<file path="src/rtl/seq_shift_register_if.sv">
// Control/data bundle for seq_shift_register: load/start controls in, register state and handshake out.
interface seq_shift_register_if #(
    parameter int unsigned x  = 8,
    parameter int unsigned CW = 4
);
    logic          load;
    logic [x-1:0]  data_in;
    logic          start;
    logic [1:0]    op;
    logic [CW-1:0] amount;
    logic          serial_in;
    logic [x-1:0]  q;
    logic          serial_out;
    logic          busy;
    logic          done;

    modport master (
        output load, data_in, start, op, amount, serial_in,
        input  q, serial_out, busy, done
    );

    modport slave (
        input  load, data_in, start, op, amount, serial_in,
        output q, serial_out, busy, done
    );
endinterface

</file>
<file path="src/rtl/seq_shift_register.sv">
// Parallel-load register with a multi-cycle shift/rotate sequencer (one bit step per clock)
// and a busy/done handshake.
module seq_shift_register #(
    parameter int unsigned x  = 8,
    parameter int unsigned CW = 4
) (
    input  logic                 clk,
    input  logic                 rst,
    seq_shift_register_if.slave  bus
);
    typedef enum logic {
        IDLE  = 1'b0,
        SHIFT = 1'b1
    } state_t;

    localparam logic [1:0] OP_SLL = 2'b00;
    localparam logic [1:0] OP_SRL = 2'b01;
    localparam logic [1:0] OP_SRA = 2'b10;
    localparam logic [1:0] OP_ROR = 2'b11;

    state_t        state_q, state_d;
    logic [CW-1:0] cnt_q, cnt_d;
    logic [1:0]    op_q, op_d;
    logic [x-1:0]  q_q, q_d;
    logic          so_q, so_d;
    logic          busy_q, busy_d;
    logic          done_q, done_d;

    // State, sequencer and output registers
    always_ff @(posedge clk) begin
        if (rst) begin
            state_q <= IDLE;
            cnt_q   <= '0;
            op_q    <= OP_SLL;
            q_q     <= '0;
            so_q    <= 1'b0;
            busy_q  <= 1'b0;
            done_q  <= 1'b0;
        end else begin
            state_q <= state_d;
            cnt_q   <= cnt_d;
            op_q    <= op_d;
            q_q     <= q_d;
            so_q    <= so_d;
            busy_q  <= busy_d;
            done_q  <= done_d;
        end
    end

    // Next state: load aborts; start is only honoured from IDLE
    always_comb begin
        state_d = state_q;
        cnt_d   = cnt_q;
        op_d    = op_q;
        if (bus.load) begin
            state_d = IDLE;
        end else begin
            unique case (state_q)
                IDLE: begin
                    if (bus.start) begin
                        op_d = bus.op;
                        if (bus.amount != '0) begin
                            state_d = SHIFT;
                            cnt_d   = bus.amount;
                        end
                    end
                end
                SHIFT: begin
                    cnt_d = cnt_q - CW'(1);
                    if (cnt_q == CW'(1)) begin
                        state_d = IDLE;
                    end
                end
                default: state_d = IDLE;
            endcase
        end
    end

    // Next register contents and handshake; busy drops on the final step so done never overlaps it
    always_comb begin
        q_d    = q_q;
        so_d   = so_q;
        busy_d = 1'b0;
        done_d = 1'b0;
        if (bus.load) begin
            q_d = bus.data_in;
        end else if (state_q == IDLE) begin
            if (bus.start) begin
                if (bus.amount == '0) begin
                    done_d = 1'b1;
                end else begin
                    busy_d = 1'b1;
                end
            end
        end else begin
            unique case (op_q)
                OP_SLL: begin
                    q_d  = {q_q[x-2:0], bus.serial_in};
                    so_d = q_q[x-1];
                end
                OP_SRL: begin
                    q_d  = {bus.serial_in, q_q[x-1:1]};
                    so_d = q_q[0];
                end
                OP_SRA: begin
                    q_d  = {q_q[x-1], q_q[x-1:1]};
                    so_d = q_q[0];
                end
                OP_ROR: begin
                    q_d  = {q_q[0], q_q[x-1:1]};
                    so_d = q_q[0];
                end
                default: begin
                    q_d  = q_q;
                    so_d = so_q;
                end
            endcase
            if (cnt_q == CW'(1)) begin
                done_d = 1'b1;
            end else begin
                busy_d = 1'b1;
            end
        end
    end

    assign bus.q          = q_q;
    assign bus.serial_out = so_q;
    assign bus.busy       = busy_q;
    assign bus.done       = done_q;
endmodule

</file>
<file path="src/flat_wrapper.sv">
// flat-port wrapper written by rule: the top's interface ports become plain ports
module seq_shift_register_flat 
#(
    parameter int unsigned x  = 8,
    parameter int unsigned CW = 4
)
  (clk, rst, bus_load, bus_data_in, bus_start, bus_op, bus_amount, bus_serial_in, bus_q, bus_serial_out, bus_busy, bus_done);
  seq_shift_register_if #(.x(x), .CW(CW)) bus_i ();
  input  logic clk;
  input  logic rst;
  input wire logic [$bits(bus_i.load)-1:0] bus_load;
  input wire logic [$bits(bus_i.data_in)-1:0] bus_data_in;
  input wire logic [$bits(bus_i.start)-1:0] bus_start;
  input wire logic [$bits(bus_i.op)-1:0] bus_op;
  input wire logic [$bits(bus_i.amount)-1:0] bus_amount;
  input wire logic [$bits(bus_i.serial_in)-1:0] bus_serial_in;
  output wire logic [$bits(bus_i.q)-1:0] bus_q;
  output wire logic [$bits(bus_i.serial_out)-1:0] bus_serial_out;
  output wire logic [$bits(bus_i.busy)-1:0] bus_busy;
  output wire logic [$bits(bus_i.done)-1:0] bus_done;
  assign bus_i.load = bus_load;
  assign bus_i.data_in = bus_data_in;
  assign bus_i.start = bus_start;
  assign bus_i.op = bus_op;
  assign bus_i.amount = bus_amount;
  assign bus_i.serial_in = bus_serial_in;
  assign bus_q = bus_i.q;
  assign bus_serial_out = bus_i.serial_out;
  assign bus_busy = bus_i.busy;
  assign bus_done = bus_i.done;
  seq_shift_register #(.x(x), .CW(CW)) u_core (.clk(clk), .rst(rst), .bus(bus_i));
endmodule
</file>
<file path="config.mk">
export PLATFORM = sky130hd
export DESIGN_NAME = seq_shift_register_flat
export DESIGN_NICKNAME = d
export VERILOG_FILES = /design/src/rtl/seq_shift_register_if.sv /design/src/rtl/seq_shift_register.sv /design/src/flat_wrapper.sv
export SDC_FILE = /design/constraint.sdc
export NUM_CORES = 1
export LEC_CHECK = 0
export BUFFER_PORTS_ARGS = -buffer_cell sky130_fd_sc_hd__clkbuf_2
export CAP_MARGIN = 10
export CORE_AREA = 2 2 48 50
export CTS_BUF_LIST = sky130_fd_sc_hd__clkbuf_4 sky130_fd_sc_hd__clkbuf_8 sky130_fd_sc_hd__clkbuf_16
export DETAILED_ROUTE_END_ITERATION = 12
export DIE_AREA = 0 0 50 52
export GPL_TIMING_DRIVEN = 1
export MAX_ROUTING_LAYER = met4
export PLACE_DENSITY = 0.85
export SKIP_CTS_REPAIR_TIMING = 1
export SLEW_MARGIN = 10
export SYNTH_ARGS = -nofsm -noshare
export SYNTH_HDL_FRONTEND = slang
export SYNTH_SLANG_ARGS = --single-unit
</file>
<file path="constraint.sdc">
create_clock -name clk -period 1.65 [get_ports clk]
set_input_delay 0.0825 -clock clk [delete_from_list [all_inputs] [get_ports clk]]
set_output_delay 0.0825 -clock clk [all_outputs]
set_load 0.005 [all_outputs]
</file>
### Word level (Yosys, flattened, before mapping)

Index checks and enable logic that the tools add are counted.

* logic and storage cells: 46
* flip-flop bits (word level): 18
* output and inout port bits: 11
* bits of input ports: 19

* equal/unequal tests: 7
* bitwise operators: 2
* add/subtract/negate cells: 1
* reduce and logical (&&, ||, !) cells: 10
* mux-type cells: 18

Operators with widths (number)
* case mux 8 bit (4 select lines): 1
* two-way mux 8 bit: 2
* two-way mux 1 bit: 10
* two-way mux 4 bit: 2
* case mux 4 bit (2 select lines): 1
* AND reduction 3 bit: 2
* equality test 2 bit (second input constant): 2
* equality test 4 x 1 -> 1 bit (second input constant): 1
* logical NOT 4 bit: 1
* inequality test 2 bit (second input constant): 2
* case mux 1 bit (2 select lines): 2
* AND reduction 2 bit: 2
* nonzero test 4 bit: 1
* subtractor 4 x 1 -> 4 bit (second input constant): 1
* OR reduction 3 bit: 1
* equality test 2 x 1 -> 1 bit (second input constant): 1
* logical NOT 2 bit: 1
* inequality test 2 x 1 -> 1 bit (second input constant): 1
* inverter 1 bit: 2
* nonzero test 2 bit: 1
* OR reduction 2 bit: 1

### Depth between registers and ports, before layout

* depth in word-level cells: 4
* mapped depth: 6
* depth with buffers taken out: 6

### Worst setup path after synthesis

No wires, ideal clock.

* path kind: reg-to-reg
* start: register u_core.bus.busy (netlist name)
* end: register u_core.q_q[6], in the netlist u_core.bus.q[6]
* setup time: 71 ps
* period minus slack after synthesis: 1169 ps
* cell stages (with the launch flop): 6
* slack: 481 ps
* data arrival time: 1098 ps
* buffers on the path: 2
* cells stage by stage: dfxtp_1 > buf_2 > buf_4 > nor2_1 > a311o_1 > a21oi_1

RTL lines
* end signal, assigned: line seq_shift_register.sv:43 `q_q <= q_d;`
* end, declared: line seq_shift_register.sv:24 `logic [x-1:0] q_q, q_d;`

### Final worst setup path

* start: register u_core.op_q[1]
* end: register u_core.q_q[7], in the netlist u_core.bus.q[7]

* longest elaborated chain between the ends: 4

RTL lines
* start, declared: line seq_shift_register.sv:23 `logic [1:0] op_q, op_d;`
* start signal, assigned: line seq_shift_register.sv:42 `op_q <= op_d;`
* equality test 2 bit, or another cell as far along: line seq_shift_register.sv:96 `unique case (op_q)`
* case mux 8 bit (4 select lines): line seq_shift_register.sv:96
* two-way mux 8 bit: line seq_shift_register.sv:87 `end else if (state_q == IDLE) begin`
* two-way mux 8 bit: line seq_shift_register.sv:85 `if (bus.load) begin`

Parallel ways exist; a longest one is shown, timed or not. The select of a mux whose other input is x is not followed.
A chain may end at the register's enable or synchronous reset.

==> reports/metrics.cfg <==
[route]
wl_met1_mm=1.00
route.detailed.drc=0
firstDrtPassIters=4
met2_length_mm=1.04
vias=983
detail_route.iter0.violations=14
drt-wirelength-per-cell_um=12.3
top_layer=met3
met3_length_um=126
wl_mm=2.17
viasPerCell=5.59
ant_nets=0

[sta]
relSlewSlack=0.694
fmax_ghz=0.698
post-route-period-util=0.869
slew_viol_final=0
timing.setup.tns_ns=0
hold_viol_final=0
finalSetupViolCount=0
period_minus_slack_ns=1.43
tightest_slew_ns=0.458
rsz0062_at_grt=no
fin_skew_ns=0.00699

[finish]
fin_nets=170
antennaDiodeCount=0
n_fill_cell=212
syn2layout_area_growth_pct=17.2
drive_above_1_share=0.284
final_core_util=0.545
register_area_sq_um=340
final_cell_area_sq_um=1150
multiInputGateArea_sq_um=571

[cts]
path_clk_slew_ns=0.10
cts_tree=yes
clk_latency_ns=0.29
cts_buffers=3
cts_root_buf=clkbuf_4
clock_path_buffers=2
h-tree-depth=1
clock-sinks=17

[placed_design]
post_dp_cell_area_sq_um=1120
dp_hpwl_mm=1.66
gp_congestion=0.903
port-buffer-count=29

[synthesis]
synth_area_sq_um=980
syn-instance-count=122
yosys.area_share.simple=0.202
synth_top_area_frac=0.347
ys_seq_area_frac=0.347
ys_types=33
synth_compound_area_frac=0.313
yosys_warnings=0
syn_avg_cell_area_sq_um=8.03
synthAdderAreaFrac=0.0255
synth_top_area_cell=dfxtp_1
synth_fp_nets=143
synth_xor_area_frac=0
synth_top_family_by_area=compound AO/OA/AOI/OAI gates
ys_ff_latch=17
synth_area_leaders=dfxtp_1, a311o_1, nand2_1, a21oi_1, nor2_1
synth_mux_area_frac=0.0421

[floorplanning]
initial_core_util=0.465
die-width_um=50
die_area_sq_um=2600
die_y_um=52
ioPinCount=30
coreArea_sq_um=2110
row_count=17

[critical_path]
cp-end-kind=flop
path_cells=mux2i_1 -> a21o_1 -> a211o_1 -> a21oi_2
reg2reg_slack_ns=0.22
start_kind=flop
r2r-start=u_core.op_q[1]$_SDFFE_PP0P_
cp_slowest_stage_delay_ns=0.61
cp_data_arrival_time_ns=1.67
cp_max_fo=13
critPathSlowestCell=dfxtp_1
worst-path-buf-inv=0
crit_family=compound AO/OA/AOI/OAI gates
crit_type=flop to flop
worstRegToRegCells=4
worstPathRequired_ns=1.88
r2r_end=u_core.bus.q[7]$_SDFFE_PP0P_

[hold_path]
hold_path_class=primary input to flop
hp-start=bus_data_in[0]
min_to=u_core.bus.q[0]$_SDFFE_PP0P_
hold_depth=3

[global_routing]
grt_overflow=0
first_global_vias=886
antenna_found_initial=0
grt_pass1_wl_mm=3.84
grt_max_degree=18
grt_usage=0.190

[power]
leakagePower_nw=0.465
peakVddDrop_uv=606
p_per_area_nw_per_um2=759

[outcome]
status=completed

[run]
drv_cap=0

worst register-to-register path: cells and delay by family, from the launching register on:
family / cells / cell delay [ns]
mux: 1 / 0.14
compound gates: 3 / 0.62
flops: 1 / 0.61
cell usage after synthesis, drive strengths merged:
master,number
a31oi,2
a21bo,1
o21ai,10
inv,4
clkbuf,1
or2b,1
a311oi,1
nor3,4
nand3,1
ha,2
mux2,1
nor2,15
dfxtp,17
buf,8
mux2i,3
a211o,1
a211oi,3
or3,2
nor3b,2
a21oi,14
o31ai,1
a311o,7
nor4,1
nand2,18
a21o,1
o41ai,1
layout make-up:
cell class              count  share of cell area
clock buffers               3              0.0196
flip-flops and latches     17               0.296
repair buffers             31               0.139
clock inverters             1             0.00436
well taps                  28              0.0305
multi-input cells          92               0.497
inverters                   4              0.0131
per-layer routing:
layer | global-route usage | up-vias
met5 | - | -
met4 | 0.0509 | 0
met3 | 0.0402 | 0
met2 | 0.316 | 36
met1 | 0.234 | 450
li1 | - | 497
cells by family (layout without fill, tap and decap cells):
| group | count (synthesis) | in the layout |
|---|---|---|
| and+or+nand+nor | 44 | 44 |
| AOI/OAI and AO/OA | 42 | 42 |
| DFF | 17 | 17 |
| buffers and inverters | 13 | 39 |
| muxes | 4 | 4 |
| adders and majority gates | 2 | 2 |
cell usage in the layout, fill, tap and decap left out:
cell type / n
nor3_2: 1
clkbuf_4: 3
a31oi_1: 2
buf_4: 2
nor2_1: 14
clkinv_2: 1
a211o_1: 1
nor3b_1: 2
o21ai_0: 2
o31ai_1: 1
dfxtp_1: 17
clkbuf_2: 29
o41ai_4: 1
nor2_2: 1
mux2i_1: 3
nand2_1: 18
a21bo_1: 1
inv_1: 4
a21o_1: 1
a21oi_2: 3
or3_1: 2
mux2_2: 1
or2b_1: 1
o21ai_1: 8
nor4_1: 1
a211oi_1: 3
nand3_1: 1
a21oi_1: 11
ha_1: 2
a311o_1: 7
a311oi_1: 1
nor3_1: 3
registers in the layout (all words and copies together), names as in the netlist:
name                   flops
u_core.bus.q               8
u_core.cnt_q               4
u_core.op_q                2
u_core.bus.busy            1
u_core.bus.done            1
u_core.bus.serial_out      1
worst max-delay path by stage:
stage	from	to	slack (ns)	depth (start not counted)
finish	u_core.op_q[1]$_SDFFE_PP0P_	u_core.bus.q[7]$_SDFFE_PP0P_	0.22	4
global route	u_core.bus.busy$_SDFF_PP0_	u_core.bus.done$_SDFF_PP0_	0.07	5
floorplan	u_core.bus.busy$_SDFF_PP0_	u_core.bus.q[6]$_SDFFE_PP0P_	0.48	5
CTS	u_core.op_q[1]$_SDFFE_PP0P_	u_core.bus.q[7]$_SDFFE_PP0P_	0.22	4
detailed placement	u_core.op_q[1]$_SDFFE_PP0P_	u_core.bus.q[7]$_SDFFE_PP0P_	0.25	4
global placement	u_core.op_q[1]$_SDFFE_PP0P_	u_core.bus.q[7]$_SDFFE_PP0P_	0.29	4
where the power goes:
part / leakage (nW) / internal [mW] / switching [mW]
logic: 0.307 / 0.0852 / 0.0904
clock network: 0.0177 / 0.0901 / 0.134
registers: 0.140 / 0.436 / 0.0360
metrics by stage:
| step | power [mW] | hold WS (ns) | worst slack (ns) | cells |
|---|---|---|---|---|
| after floorplan | 0.592 | 0.219 | 0.481 | 122 |
| after global placement | 0.649 | 0.315 | 0.287 | 172 |
| after detailed placement | 0.657 | 0.321 | 0.251 | 172 |
| after CTS | 0.877 | -0.000134 | 0.220 | 176 |
| after global routing | 0.921 | 0.00407 | 0.0690 | 176 |
| final | 0.872 | 0.00329 | 0.217 | 176 |
Power figures use the tool's default switching activity.
